## src/rtl/trace_buffer_if.sv

```systemverilog
// ============================================================================
// trace_buffer_if: pipeline trace input bus and readout handshake bundle
// Rev 1.0
// ============================================================================
`default_nettype none

interface trace_buffer_if #(
  parameter int NCH  = 5,
  parameter int XLEN = 32,
  parameter int TS_W = 16
);
  typedef struct packed {
    logic [XLEN-1:0] pc;
    logic [31:0]     inst;
  } tracer_bus_t;

  tracer_bus_t [NCH-1:0] trace_i;
  logic [NCH-1:0]        trace_valid_i;
  logic                  rd_valid_o;
  logic                  rd_ready_i;
  logic [XLEN-1:0]       rd_pc_o;
  logic [31:0]           rd_inst_o;
  logic [TS_W-1:0]       rd_ts_o;

  modport master (
    output trace_i, trace_valid_i, rd_ready_i,
    input  rd_valid_o, rd_pc_o, rd_inst_o, rd_ts_o
  );

  modport slave (
    input  trace_i, trace_valid_i, rd_ready_i,
    output rd_valid_o, rd_pc_o, rd_inst_o, rd_ts_o
  );
endinterface

`default_nettype wire

```

## src/rtl/trace_buffer.sv

```systemverilog
// ============================================================================
// trace_buffer: triggered circular capture of one pipeline channel, FIFO readout
// Rev 1.0
// ============================================================================
`default_nettype none

module trace_buffer #(
  parameter int NCH   = 5,
  parameter int DEPTH = 16,
  parameter int TS_W  = 16,
  parameter int XLEN  = 32
) (
  input  logic                     ACLK,
  input  logic                     ARESET,
  trace_buffer_if.slave            bus,
  input  logic                     arm_i,
  input  logic [$clog2(NCH)-1:0]   ch_sel_i,
  input  logic                     trig_en_i,
  input  logic [XLEN-1:0]          trig_pc_i,
  input  logic [$clog2(DEPTH)-1:0] post_cnt_i,
  output logic [1:0]               state_o,
  output logic [$clog2(DEPTH):0]   count_o,
  output logic                     overflow_o
);
  localparam int AW    = $clog2(DEPTH);
  localparam int SW    = $clog2(NCH);
  localparam int ENT_W = TS_W + XLEN + 32;
  localparam logic [AW:0] FULL = (AW+1)'(DEPTH);

  typedef enum logic [1:0] {
    IDLE  = 2'd0,
    ARMED = 2'd1,
    POST  = 2'd2,
    DONE  = 2'd3
  } state_e;

  state_e          state_q, state_d;
  logic [TS_W-1:0] ts_q;
  logic [SW-1:0]   sel_q, sel_d;
  logic [AW-1:0]   rem_q, rem_d;
  logic [AW-1:0]   wr_ptr_q, wr_ptr_d;
  logic [AW:0]     count_q, count_d;
  logic            ovf_q, ovf_d;
  logic [ENT_W-1:0] mem_q [DEPTH];

  logic            w_wr;
  logic            w_sel_valid;
  logic [XLEN-1:0] w_pc;
  logic [31:0]     w_inst;
  logic [AW-1:0]   w_rd_ptr;
  logic            w_rd_valid;

  assign w_sel_valid = (32'(sel_q) < NCH) && bus.trace_valid_i[sel_q];
  assign w_pc        = bus.trace_i[sel_q].pc;
  assign w_inst      = bus.trace_i[sel_q].inst;
  // count never exceeds DEPTH, so the low bits give the oldest slot
  assign w_rd_ptr    = wr_ptr_q - count_q[AW-1:0];
  assign w_rd_valid  = (state_q == DONE) && (count_q != '0);

  always_comb begin
    state_d  = state_q;
    sel_d    = sel_q;
    rem_d    = rem_q;
    wr_ptr_d = wr_ptr_q;
    count_d  = count_q;
    ovf_d    = ovf_q;
    w_wr     = 1'b0;
    if (arm_i) begin
      state_d  = ARMED;
      sel_d    = ch_sel_i;
      rem_d    = post_cnt_i;
      wr_ptr_d = '0;
      count_d  = '0;
      ovf_d    = 1'b0;
    end else begin
      unique case (state_q)
        ARMED, POST: begin
          if (w_sel_valid) begin
            w_wr     = 1'b1;
            wr_ptr_d = wr_ptr_q + AW'(1);
            if (count_q == FULL) ovf_d = 1'b1;
            else                 count_d = count_q + (AW+1)'(1);
            if (state_q == ARMED) begin
              if (!trig_en_i || (w_pc == trig_pc_i))
                state_d = (rem_q == '0) ? DONE : POST;
            end else begin
              rem_d = rem_q - AW'(1);
              if (rem_q == AW'(1)) state_d = DONE;
            end
          end
        end
        DONE: begin
          if (w_rd_valid && bus.rd_ready_i) begin
            count_d = count_q - (AW+1)'(1);
            if (count_q == (AW+1)'(1)) state_d = IDLE;
          end
        end
        default: ;
      endcase
    end
  end

  always_ff @(posedge ACLK or posedge ARESET) begin
    if (ARESET) begin
      state_q  <= IDLE;
      ts_q     <= '0;
      sel_q    <= '0;
      rem_q    <= '0;
      wr_ptr_q <= '0;
      count_q  <= '0;
      ovf_q    <= 1'b0;
    end else begin
      state_q  <= state_d;
      ts_q     <= ts_q + TS_W'(1);
      sel_q    <= sel_d;
      rem_q    <= rem_d;
      wr_ptr_q <= wr_ptr_d;
      count_q  <= count_d;
      ovf_q    <= ovf_d;
    end
  end

  // Entry storage is deliberately not reset; stale slots are hidden by count
  always_ff @(posedge ACLK) begin
    if (w_wr) mem_q[wr_ptr_q] <= {ts_q, w_pc, w_inst};
  end

  assign {bus.rd_ts_o, bus.rd_pc_o, bus.rd_inst_o} = w_rd_valid ? mem_q[w_rd_ptr] : '0;
  assign bus.rd_valid_o = w_rd_valid;
  assign state_o        = state_q;
  assign count_o        = count_q;
  assign overflow_o     = ovf_q;
endmodule

`default_nettype wire

```

## src/flat_wrapper.sv

```systemverilog
// flat-port wrapper written by rule: the top's interface ports become plain ports
module trace_buffer_flat 
#(
  parameter int NCH   = 5,
  parameter int DEPTH = 16,
  parameter int TS_W  = 16,
  parameter int XLEN  = 32
)
  (ACLK, ARESET, arm_i, ch_sel_i, trig_en_i, trig_pc_i, post_cnt_i, state_o, count_o, overflow_o, bus_trace_i, bus_trace_valid_i, bus_rd_ready_i, bus_rd_valid_o, bus_rd_pc_o, bus_rd_inst_o, bus_rd_ts_o);
  trace_buffer_if #(.NCH(NCH), .XLEN(XLEN), .TS_W(TS_W)) bus_i ();
  input  logic ACLK;
  input  logic ARESET;
  input  logic arm_i;
  input  logic [$clog2(NCH)-1:0] ch_sel_i;
  input  logic trig_en_i;
  input  logic [XLEN-1:0] trig_pc_i;
  input  logic [$clog2(DEPTH)-1:0] post_cnt_i;
  output logic [1:0] state_o;
  output logic [$clog2(DEPTH):0] count_o;
  output logic overflow_o;
  input wire logic [$bits(bus_i.trace_i)-1:0] bus_trace_i;
  input wire logic [$bits(bus_i.trace_valid_i)-1:0] bus_trace_valid_i;
  input wire logic [$bits(bus_i.rd_ready_i)-1:0] bus_rd_ready_i;
  output wire logic [$bits(bus_i.rd_valid_o)-1:0] bus_rd_valid_o;
  output wire logic [$bits(bus_i.rd_pc_o)-1:0] bus_rd_pc_o;
  output wire logic [$bits(bus_i.rd_inst_o)-1:0] bus_rd_inst_o;
  output wire logic [$bits(bus_i.rd_ts_o)-1:0] bus_rd_ts_o;
  assign bus_i.trace_i = bus_trace_i;
  assign bus_i.trace_valid_i = bus_trace_valid_i;
  assign bus_i.rd_ready_i = bus_rd_ready_i;
  assign bus_rd_valid_o = bus_i.rd_valid_o;
  assign bus_rd_pc_o = bus_i.rd_pc_o;
  assign bus_rd_inst_o = bus_i.rd_inst_o;
  assign bus_rd_ts_o = bus_i.rd_ts_o;
  trace_buffer #(.NCH(NCH), .DEPTH(DEPTH), .TS_W(TS_W), .XLEN(XLEN)) u_core (.ACLK(ACLK), .ARESET(ARESET), .bus(bus_i), .arm_i(arm_i), .ch_sel_i(ch_sel_i), .trig_en_i(trig_en_i), .trig_pc_i(trig_pc_i), .post_cnt_i(post_cnt_i), .state_o(state_o), .count_o(count_o), .overflow_o(overflow_o));
endmodule
```

## config.mk

```make
export PLATFORM = sky130hd
export DESIGN_NAME = trace_buffer_flat
export DESIGN_NICKNAME = d
export VERILOG_FILES = /design/src/rtl/trace_buffer_if.sv /design/src/rtl/trace_buffer.sv /design/src/flat_wrapper.sv
export SDC_FILE = /design/constraint.sdc
export NUM_CORES = 1
export LEC_CHECK = 0
export CELL_PAD_IN_SITES_DETAIL_PLACEMENT = 0
export CELL_PAD_IN_SITES_GLOBAL_PLACEMENT = 1
export CORE_MARGIN = 2
export CORE_UTILIZATION = 54
export CTS_CLUSTER_SIZE = 12
export DETAILED_ROUTE_END_ITERATION = 7
export PLACE_DENSITY_LB_ADDON = 0.2
export SLEW_MARGIN = 0
export SYNTH_ARGS = -nofsm -noshare
export SYNTH_HDL_FRONTEND = slang
export SYNTH_SLANG_ARGS = --single-unit
```

## constraint.sdc

```tcl
create_clock -name ACLK -period 27.2 [get_ports ACLK]
set_input_delay 4.08 -clock ACLK [delete_from_list [all_inputs] [get_ports ACLK]]
set_output_delay 4.08 -clock ACLK [all_outputs]
set_load 0.02 [all_outputs]
```

# Word level (Yosys, flattened, before mapping)
# Memory sizes are Yosys's and may differ from the RTL's.
# Index checks and enable logic that the tools add are counted.
# word_totals
ram_bits	1280
out_inout_bits	89
regBits	35
n_memories	1
inputBits	369
# op_classes
n_lt_le_gt_ge	2
muxes	35
add_sub_neg	6
eq_ne	14
n_reduce_logical	17
# mem_list
memory	depth	width	rd	rd_ports_with_merged_regs	wr	line_no	rtl
u_core.mem_q	16	80	1	0	1	trace_buffer.sv:44	logic [ENT_W-1:0] mem_q [DEPTH];
# op_table
cell	n
$bmux W64 S3	1
$mux W80	1
$mux W64	1
$eq A32 B32 Y1	1
$mux W4	7
$mux W5	4
$add A16 B1 Y16 const B	1
$mux W2	7
$mux W1	11
$pmux W5 S2	1
$ne A3 B3 Y1 const B	3
$reduce_and A3 Y1	2
$reduce_and A6 Y1	1
$reduce_bool A2 Y1	3
$add A5 B1 Y5 const B	1
$eq A5 B1 Y1 const B	1
$eq A5 B5 Y1 const B	1
$reduce_bool A5 Y1	1
$sub A5 B1 Y5 const B	1
$add A4 B1 Y4 const B	1
$eq A2 B2 Y1 const B	2
$eq A4 B1 Y1 const B	1
$logic_not A4 Y1	1
$lt A3 B4 Y1 const B	1
17 further kinds	19

# Depth between registers and ports, before layout
# Gate-level depths: netlist (run 1).
# logic_depth
word_depth	9
ltp_mapped	12
depth_no_buf	9

# Worst setup path after synthesis (run 1)
# OpenSTA, ideal clock, no wires.
# synth_timing
kind	input to register
from	in bus_trace_valid_i[2]
to	mem u_core.mem_q[6][0] (netlist name) (enable)
setup_ns	0.743
arrival_time_ns	13.059
slack_ns	13.398
cell_stages	6
n_path_buf	1
cell_sequence	mux2i_1 -> nor4_1 -> a311oi_1 -> clkbuf_1 -> nand2b_1 -> nor4b_1
# synth_between
elab_chain_len	8
# synth_lines
item	line_no	rtl
start, declared	flat_wrapper.sv:22	input wire logic [$bits(bus_i.trace_valid_i)-1:0] bus_trace_valid_i;
$bmux W1 S3	trace_buffer.sv:53	assign w_sel_valid = (32'(sel_q) < NCH) && bus.trace_valid_i[sel_q];
$mux W1 (implied by the code)	trace_buffer.sv:53	
$logic_and A1 B1 Y1	trace_buffer.sv:53	
$mux W1	trace_buffer.sv:78	if (w_sel_valid) begin
$mux W1	trace_buffer.sv:76	unique case (state_q)
$mux W1	trace_buffer.sv:68	if (arm_i) begin
$mux W1	trace_buffer.sv:125	if (w_wr) mem_q[wr_ptr_q] <= {ts_q, w_pc, w_inst};
$mux W1 (implied by the code)	trace_buffer.sv:125	
end, declared	trace_buffer.sv:44	
# Every way passes these cells. The select of a mux whose other input is x is not followed.

# Worst setup path after layout (run 1)
# layout_timing
from	reg u_core.wr_ptr_q[0]
to	out bus_rd_pc_o[20]
# layout_between
elab_chain_len	3
# layout_lines
item	line_no	rtl
start, declared	trace_buffer.sv:41	logic [AW-1:0] wr_ptr_q, wr_ptr_d;
start signal, assigned	trace_buffer.sv:117	wr_ptr_q <= wr_ptr_d;
$sub A4 B4 Y4	trace_buffer.sv:57	assign w_rd_ptr = wr_ptr_q - count_q[AW-1:0];
$mem_v2 Z16 W80	n/a	
$mux W80	trace_buffer.sv:128	assign {bus.rd_ts_o, bus.rd_pc_o, bus.rd_inst_o} = w_rd_valid ? mem_q[w_rd_ptr] : '0;
end, declared	flat_wrapper.sv:25	output wire logic [$bits(bus_i.rd_pc_o)-1:0] bus_rd_pc_o;
# Every way passes these cells.

==> run summary, run 1 <==
At the pin with the least slew margin, the transition time is 1400 ps. After detailed placement, the total cell area comes to 0.0620 mm^2. Summed over all nets, the switching power comes to 0.00211 W. The total number of vias is 31600. Row generation in the floorplan step produced 118 rows. Before antenna repair, the detailed router went through 6 iterations. The number of pins exceeding their max-slew limit in the final report is 0, and the share of layout cells above drive strength 1 is 0.175. The run gives 1315 as the number of clock sinks.

Setup total negative slack on the finished layout was measured at 0 ps. Setup slack closes at 16360 ps. In this run the mean area of a mapped cell was 18.6 um^2. Kind of end point of the critical path: a primary output. The horizontal extent of the die is 326 um. The maximum cell stage delay along the critical path was 950 ps. The cell seen most often among critical-path stages was sky130_fd_sc_hd__buf_4. The sequential cell fraction of total power is 0.355. The die covers 0.106 mm^2. Wires add up to 143 mm. The average vias per placed instance works out to 6.41. The worst-case IR drop observed on VDD is 0.137 mV. The run gives 69 as the count of different cell masters after synthesis. Hold buffer count at CTS: 0.

The final setup violation count is 0. Power spread over the standard cell area amounts to 99.3 mW/mm^2. Among all flip-flop cells after synthesis, the most frequent one is sky130_fd_sc_hd__edfxtp_1.

The flow ran to the end, and the final reports show no timing, DRC or antenna violations. The critical path is of the reg -> out type. Once layout is done, the placed cells without fillers occupy 0.0661 mm^2.

In this run the worst path has a maximum fanout of 53. The logs give 0 for the number of remaining DRC errors and 0.00446 W for the design internal power. The proportion of power drawn by combinational gates was 0.387; the leakage dissipation was 21.4 nW.

The number of CTS-inserted buffers was 136. The tools report the I/O pin count as 458. Traced cell by cell, the critical path runs through inv_1, ha_4, buf_4, buf_4, buf_4, mux4_2, nor2b_1, a211oi_1, a211oi_1, clkdlybuf4s50_1. When the netlist entered floorplanning its net count stood at 3397. The core region is 0.103 mm^2. TritonCTS built the clock tree. Clock-pin slew was measured on the worst setup and hold paths at 60 ps.

The detailed router finished its first iteration with 3599 violations. The combined global-route utilization of all metal layers came out at 0.271. The cell sitting at the root of the clock tree is a sky130_fd_sc_hd__clkbuf_16. The number of endpoints with negative hold slack in the final report came out at 0. The post-synthesis async set-or-reset flop share is 0.0266, and the post-route clock period utilization is 0.399. The post-CTS repair timing setup buffer count is 0. The final global-route overflow total came out at 0. Once detail routing completed, the nets flagged for antenna violations numbered 0. In this design, the largest share of critical-path delay is due to buffers and inverters. Setup repair after global routing left no endpoint under its margin.

The via count of the first global-routing pass was 32800. The class of the tightest hold or removal check was reg -> reg. The slowest stage of the critical path is the sky130_fd_sc_hd__buf_4 cell.

The worst slew margin relative to its limit is 0.0674, and the area growth from synthesis to layout is 17.9%. Leaving out fill and tap cells, the most frequent cell in the layout is sky130_fd_sc_hd__edfxtp_1. Clock network latency to the later pin of the worst-skew pair: 740 ps.

In this run the cell area of the synthesized design comes to 0.0561 mm^2. The number of buffers and inverters on the critical path is 5. The signal arrival time at the worst endpoint is 6760 ps. The flop and latch count out of synthesis is 1315. The library cells used most frequently in the layout, excluding fill and tap cells, are 1280 x sky130_fd_sc_hd__edfxtp_1, 457 x sky130_fd_sc_hd__clkdlybuf4s50_1, 350 x sky130_fd_sc_hd__mux4_2. Clock skew: 18.9 ps. In this run, post-CTS repair resized a total of 0 instances. On the final layout, the worst hold slack is 520 ps. Initial core utilization: 0.543. The H-tree generated during clock tree synthesis spans 4 levels.

The tools report the worst endpoint required time as 23120 ps. The first-pass GRT wire length was 212 mm; the minimum period implied by the final worst setup slack was 10840 ps. The filler cells instantiated in the layout total 7002.

Static timing analysis puts the maximum clock frequency at 0.0922 GHz. The number of port buffers was 457; the worst slack at placement was 16830 ps. Counting flops with a built-in enable in the synthesized netlist gives 1280. The logs give 161 for the maximum number of pins on one net before global-route repair and 80.6 mm for the detailed-placement wirelength estimate.

The part of the Yosys area used for sequential elements was 0.701. Switching power as a share of total power: 0.321. The die span in y came out at 326 um.

The logs give 3012 for the cell count after synthesis and 0 for the total number of yosys warnings. STA classifies the critical path startpoint as a flop. The routability congestion estimate is 0.864, and the routed length per instance is 29.0 um.

Counting along the longest clock path gives a buffer depth of 3. The final layout contains 3836 nets. Max-cap violations in this run came to 0.

The clock network power share is 0.259, and the initial antenna violation count is 15.
-- flip-flops by register name, indices dropped and copies added (netlist names) --
| signal | flops |
|---|---|
| u_core.count_o | 5 |
| u_core.mem_q | 1280 |
| u_core.overflow_o | 1 |
| u_core.rem_q | 4 |
| u_core.sel_q | 3 |
| u_core.state_o | 2 |
| u_core.ts_q | 16 |
| u_core.wr_ptr_q | 4 |
-- cells by family after synthesis --
| group | share of synthesized area |
|---|---|
| DFF | 0.701 |
| muxes | 0.178 |
| buffers and inverters | 0.0184 |
| AOI/OAI and AO/OA | 0.0558 |
| adders and majority gates | 0.00370 |
| and+or+nand+nor | 0.0361 |
| xor gates and xnor gates | 0.00687 |
-- synthesized netlist by cell type, types with 35 or more instances --
cell type | count | share of area
sky130_fd_sc_hd__edfxtp_1 | 1280 | 0.69
sky130_fd_sc_hd__mux4_2 | 350 | 0.14
sky130_fd_sc_hd__mux2i_1 | 191 | 0.034
sky130_fd_sc_hd__a211oi_1 | 180 | 0.024
sky130_fd_sc_hd__clkbuf_1 | 123 | 0.0082
sky130_fd_sc_hd__nand2_1 | 109 | 0.0073
sky130_fd_sc_hd__nor2b_1 | 93 | 0.010
sky130_fd_sc_hd__nor2_1 | 73 | 0.0049
sky130_fd_sc_hd__a21oi_1 | 69 | 0.0062
sky130_fd_sc_hd__o21ai_0 | 50 | 0.0045
sky130_fd_sc_hd__buf_2 | 40 | 0.0036
sky130_fd_sc_hd__buf_1 | 37 | 0.0025
sky130_fd_sc_hd__o22ai_1 | 36 | 0.0040
sky130_fd_sc_hd__dfrtp_1 | 35 | 0.016
-- per-layer routing --
metal,routed length (um),vias up,global-route usage
met4,3400,2,0.0781
met2,71300,1425,0.442
met3,10300,234,0.0457
li1,-,13400,-
met1,57800,16600,0.380
met5,13,-,0
-- through the flow --
stage | util | instances | power [W]
floorplan | - | 3012 | 0.00429
global placement | 0.601 | 4693 | 0.00488
detailed placement | 0.601 | 4693 | 0.00493
CTS | 0.640 | 4913 | 0.00663
global route | 0.641 | 4928 | 0.00687
finish | 0.641 | 4930 | 0.00657
-- power groups by stage --
stage	combinational, W	clock, W	sequential (W)
floorplan	0.00192	0	0.00236
finish	0.00254	0.00170	0.00233
global placement	0.00251	0	0.00237
detailed placement	0.00256	0	0.00237
global route	0.00274	0.00180	0.00233
CTS	0.00257	0.00173	0.00233
-- worst min-delay path, cell delays in order (launching register included) --
cell and delay [ps]:
sky130_fd_sc_hd__dfrtp_1 350, sky130_fd_sc_hd__nor2_1 50, sky130_fd_sc_hd__nor2_1 80
-- path summary, 6_finish.rpt --
path	start	end	slack (ps)	cells after the start
hold / removal	u_core.overflow_o	u_core.overflow_o	520	2
max in group asynchronous	ARESET	u_core.sel_q[1]	22540	2
min in group asynchronous	ARESET	u_core.ts_q[2]	3920	2
setup reg to reg	u_core.sel_q[0]	u_core.mem_q[15][12]	22740	8
setup / recovery	u_core.wr_ptr_q[0]	bus_rd_pc_o[20]	16360	10
hold reg to reg	u_core.overflow_o	u_core.overflow_o	520	2
-- area by class of cell --
| cell class | instances | area [um^2] | share of cell area |
|---|---|---|---|
| Clock inverter | 40 | 380 | 0.00575 |
| Inverter | 29 | 109 | 0.00165 |
| Multi-Input combinational cell | 1456 | 15900 | 0.240 |
| Timing Repair Buffer | 513 | 5020 | 0.0759 |
| Tap cell | 1380 | 1730 | 0.0261 |
| Antenna cell | 17 | 42.5 | 0.000643 |
| Sequential cell | 1315 | 39300 | 0.595 |
| Clock buffer | 180 | 3630 | 0.0549 |
Power figures use the tool's default switching activity.
==> inputs of run 2 (changes only) <==
--- a/config.mk
+++ b/config.mk
@@ -8,7 +8,7 @@
 export CELL_PAD_IN_SITES_DETAIL_PLACEMENT = 0
 export CELL_PAD_IN_SITES_GLOBAL_PLACEMENT = 1
 export CORE_MARGIN = 2
-export CORE_UTILIZATION = 54
+export CORE_UTILIZATION = 46
 export CTS_CLUSTER_SIZE = 12
 export DETAILED_ROUTE_END_ITERATION = 7
 export PLACE_DENSITY_LB_ADDON = 0.2
==> constraint.sdc (replaced) <==
create_clock -name ACLK -period 9.3 [get_ports ACLK]
set_input_delay 1.395 -clock ACLK [delete_from_list [all_inputs] [get_ports ACLK]]
set_output_delay 1.395 -clock ACLK [all_outputs]
set_load 0.02 [all_outputs]
==> run 2 against run 1 <==
Compared with the run above:
- cell area increased by 0.89%
- sequential share of layout area decreased by 0.53 points
- total power increased to 3.0 times the previous value
- first-iteration DRC count decreased by 23%
- critical path depth decreased by 1
- global-route usage decreased by 3.5 points
- worst hold slack got worse by 3.8 ps
- worst setup slack got worse by 14000 ps
- non-clock buffer count unchanged
- critical path type unchanged
- largest cell class unchanged
- highest routed layer unchanged
==> run summary, run 2 (synthesized netlist as in run 1, its figures left out) <==
The first-pass GRT wire length was 215 mm; the count of standard-cell rows was 128. STA puts the critical path data required time at 7910 ps. The die covers 0.125 mm^2.

Buffer depth of the longest clock path: 3. Top register by number of flip-flops: u_core.mem_q. The number of antenna-violating nets in the routed design is 0.

The run gives 0.638 mV as the worst vdd rail ir drop. The total number of vias came out at 31000. The run gives 0.0810 as the worst slew margin relative to its limit. Summed over all failing endpoints, the final setup total negative slack is 0 ps. The initial antenna violation count is 13.

The storage element area was 0.0393 mm^2. The final net count came out at 3840. The tools report the leakage dissipation as 21.6 nW. The run gives 32400 as the via count of the first global-routing pass. For the number of pins exceeding their max-slew limit in the final report, the log shows 0. The slowest stage of the critical path belongs to the cell sky130_fd_sc_hd__fa_4.

The number of gates resized after CTS was 0. The count of maximum capacitance violations came out at 0. The clock input transition at the sequential cells of the worst setup and hold paths was 60 ps. The fill cell instance count of the final layout came out at 9410. In the final routed layout, each cell accounts on average for 28.3 um. The routability congestion estimate is 0.829. Summing all non-filler instances in the final layout gives an area of 0.0667 mm^2. The worst path needs 6930 ps of the cycle, external delays included. Entering global routing, the biggest net connects 145 pins. The horizontal extent of the die is 353 um. Using the TritonRoute via totals, the vias-per-cell ratio works out to 5.97. Detailed placement finished with a half-perimeter wire length of 82.4 mm.

Clock skew: 29.5 ps. In the layout the commonest cells are 1280 x sky130_fd_sc_hd__edfxtp_1, 457 x sky130_fd_sc_hd__clkdlybuf4s50_1, 350 x sky130_fd_sc_hd__mux4_2. The run gives 0.121 mm^2 as the placeable core region. For the pin with the worst max-slew slack, the measured transition is 1370 ps. The post-route clock period utilization works out to 0.745.

The die span in y works out to 353 um. TritonCTS built the clock tree. The initial core utilization is 0.462, and the number of remaining DRC errors is 0. CTS saw 1315 sinks. Pin placement for this block handled 458 I/O pins. The power density normalized to cell area is 292 mW/mm^2, and the number of iterations in the first detailed-routing pass is 5.

The critical path in this run is classified as reg -> out. The most common cell after layout, fill and taps aside was sky130_fd_sc_hd__edfxtp_1. STA classifies the critical path endpoint as a primary output. Timing would allow up to 0.144 GHz. Number of endpoints with negative hold slack in the final report: 0. Setup violations remaining at the end of the flow were counted as 0.

The maximum cell stage delay along the critical path is 1280 ps. The cell that appears most often on the critical path is sky130_fd_sc_hd__a211oi_1. The tools report the instance area after placement as 0.0624 mm^2.

In this run, the number of DRC markers left after iteration 0 of detailed routing was 2757. Summed over all layers, the routed wires come to 147 mm. The logs give 750 ps for the clock network latency to the later pin of the worst-skew pair and 0.235 for the combined global-route utilization of all metal layers.

The area used by multi-input combinational logic was 0.0159 mm^2. After clock tree synthesis, the setup repair step added 0 buffers. The flow ran to the end, and the final reports show no timing, DRC or antenna violations. The share of layout cells above drive strength 1 was 0.180.

The tools report the signal arrival time at the worst endpoint as 5530 ps. Input and output buffers added on the ports amount to 457. The worst register-to-register path has a setup slack of 4210 ps. The tools report the clock root buffer as sky130_fd_sc_hd__clkbuf_16. The kind of start point of the critical path is a flop. The final global-route overflow total came out at 0.

The register with the most flip-flops in the layout has 1280 of them. Buffers inserted during clock tree synthesis total 140. The peak fanout along the critical path works out to 58. In this run the worst hold path is classified as reg -> reg. CTS built an H-tree with a depth of 4. The area growth from synthesis to layout is 19.0%. Setup repair after global routing left no endpoint under its margin. The number of hold buffers added after CTS was 0. Walking the worst path, the cells encountered are inv_1, ha_4, fa_4, buf_4, mux4_2, nor2b_1, a211oi_1, a211oi_1, clkdlybuf4s50_1.
==> run 2: cell count changes in the layout (fill, tap and decap cells not counted), sizes merged <==
cell / before / now
clkinv: 29 / 35
clkbuf: 180 / 197
inv: 37 / 40
diode: 17 / 10
bufinv: 2 / 3
==> run 2: worst paths after layout <==
| check | from | endpoint | cells after the start |
|---|---|---|---|
| hold reg to reg | u_core.overflow_o | u_core.overflow_o | 2 |
| setup / recovery | u_core.wr_ptr_q[0] | bus_rd_ts_o[2] | 9 |
| max in group asynchronous | ARESET | u_core.sel_q[2] | 2 |
| hold / removal | u_core.overflow_o | u_core.overflow_o | 2 |
| setup reg to reg | u_core.sel_q[0] | u_core.mem_q[13][3] | 8 |
| min in group asynchronous | ARESET | u_core.ts_q[0] | 2 |
==> run 2: layout make-up <==
type	count	share of cell area
Timing Repair Buffer	513	0.0760
Clock inverter	50	0.00630
Tap cell	1625	0.0305
Antenna cell	10	0.000375
Inverter	29	0.00163
Sequential cell	1315	0.590
Clock buffer	197	0.0576
Multi-Input combinational cell	1456	0.238
==> run 2: metal layers <==
metal  wire length, um  share of wire  up-vias  GRT usage
met1             60900           0.41    16300      0.320
met5                13       0.000088        -          0
met3              9840          0.067      196     0.0429
li1                  -              -    13400          -
met4              3190          0.022        2     0.0673
met2             73200           0.50     1113      0.391
==> run 2: stage by stage <==
| stage | utilization | power (W) | hold WS (ps) | setup WS [ps] | instances |
|---|---|---|---|---|---|
| floorplan | - | 0.0125 | 566 | 1250 | 3012 |
| global placement | 0.514 | 0.0145 | 503 | 3140 | 4938 |
| detailed placement | 0.514 | 0.0146 | 507 | 3100 | 4938 |
| CTS | 0.549 | 0.0197 | 525 | 2280 | 5185 |
| global route | 0.549 | 0.0204 | 583 | 2140 | 5195 |
| finish | 0.549 | 0.0195 | 516 | 2370 | 5195 |
==> run 2: power breakdown <==
group / leakage, nW / switching [W] / internal (W) / total (W)
registers: 12.1 / 0.0000593 / 0.00675 / 0.00681
logic: 7.44 / 0.00399 / 0.00350 / 0.00750
clock network: 2.08 / 0.00222 / 0.00298 / 0.00520
==> run 2: worst max-delay path, delay by kind of cell, from the launching register on <==
| kind | cells | cell delay, ps |
|---|---|---|
| fa+ha+maj | 2 | 1470 |
| flops | 1 | 390 |
| simple gates | 1 | 140 |
| compound gates | 2 | 680 |
| buf+inv | 3 | 1650 |
| mux | 1 | 340 |
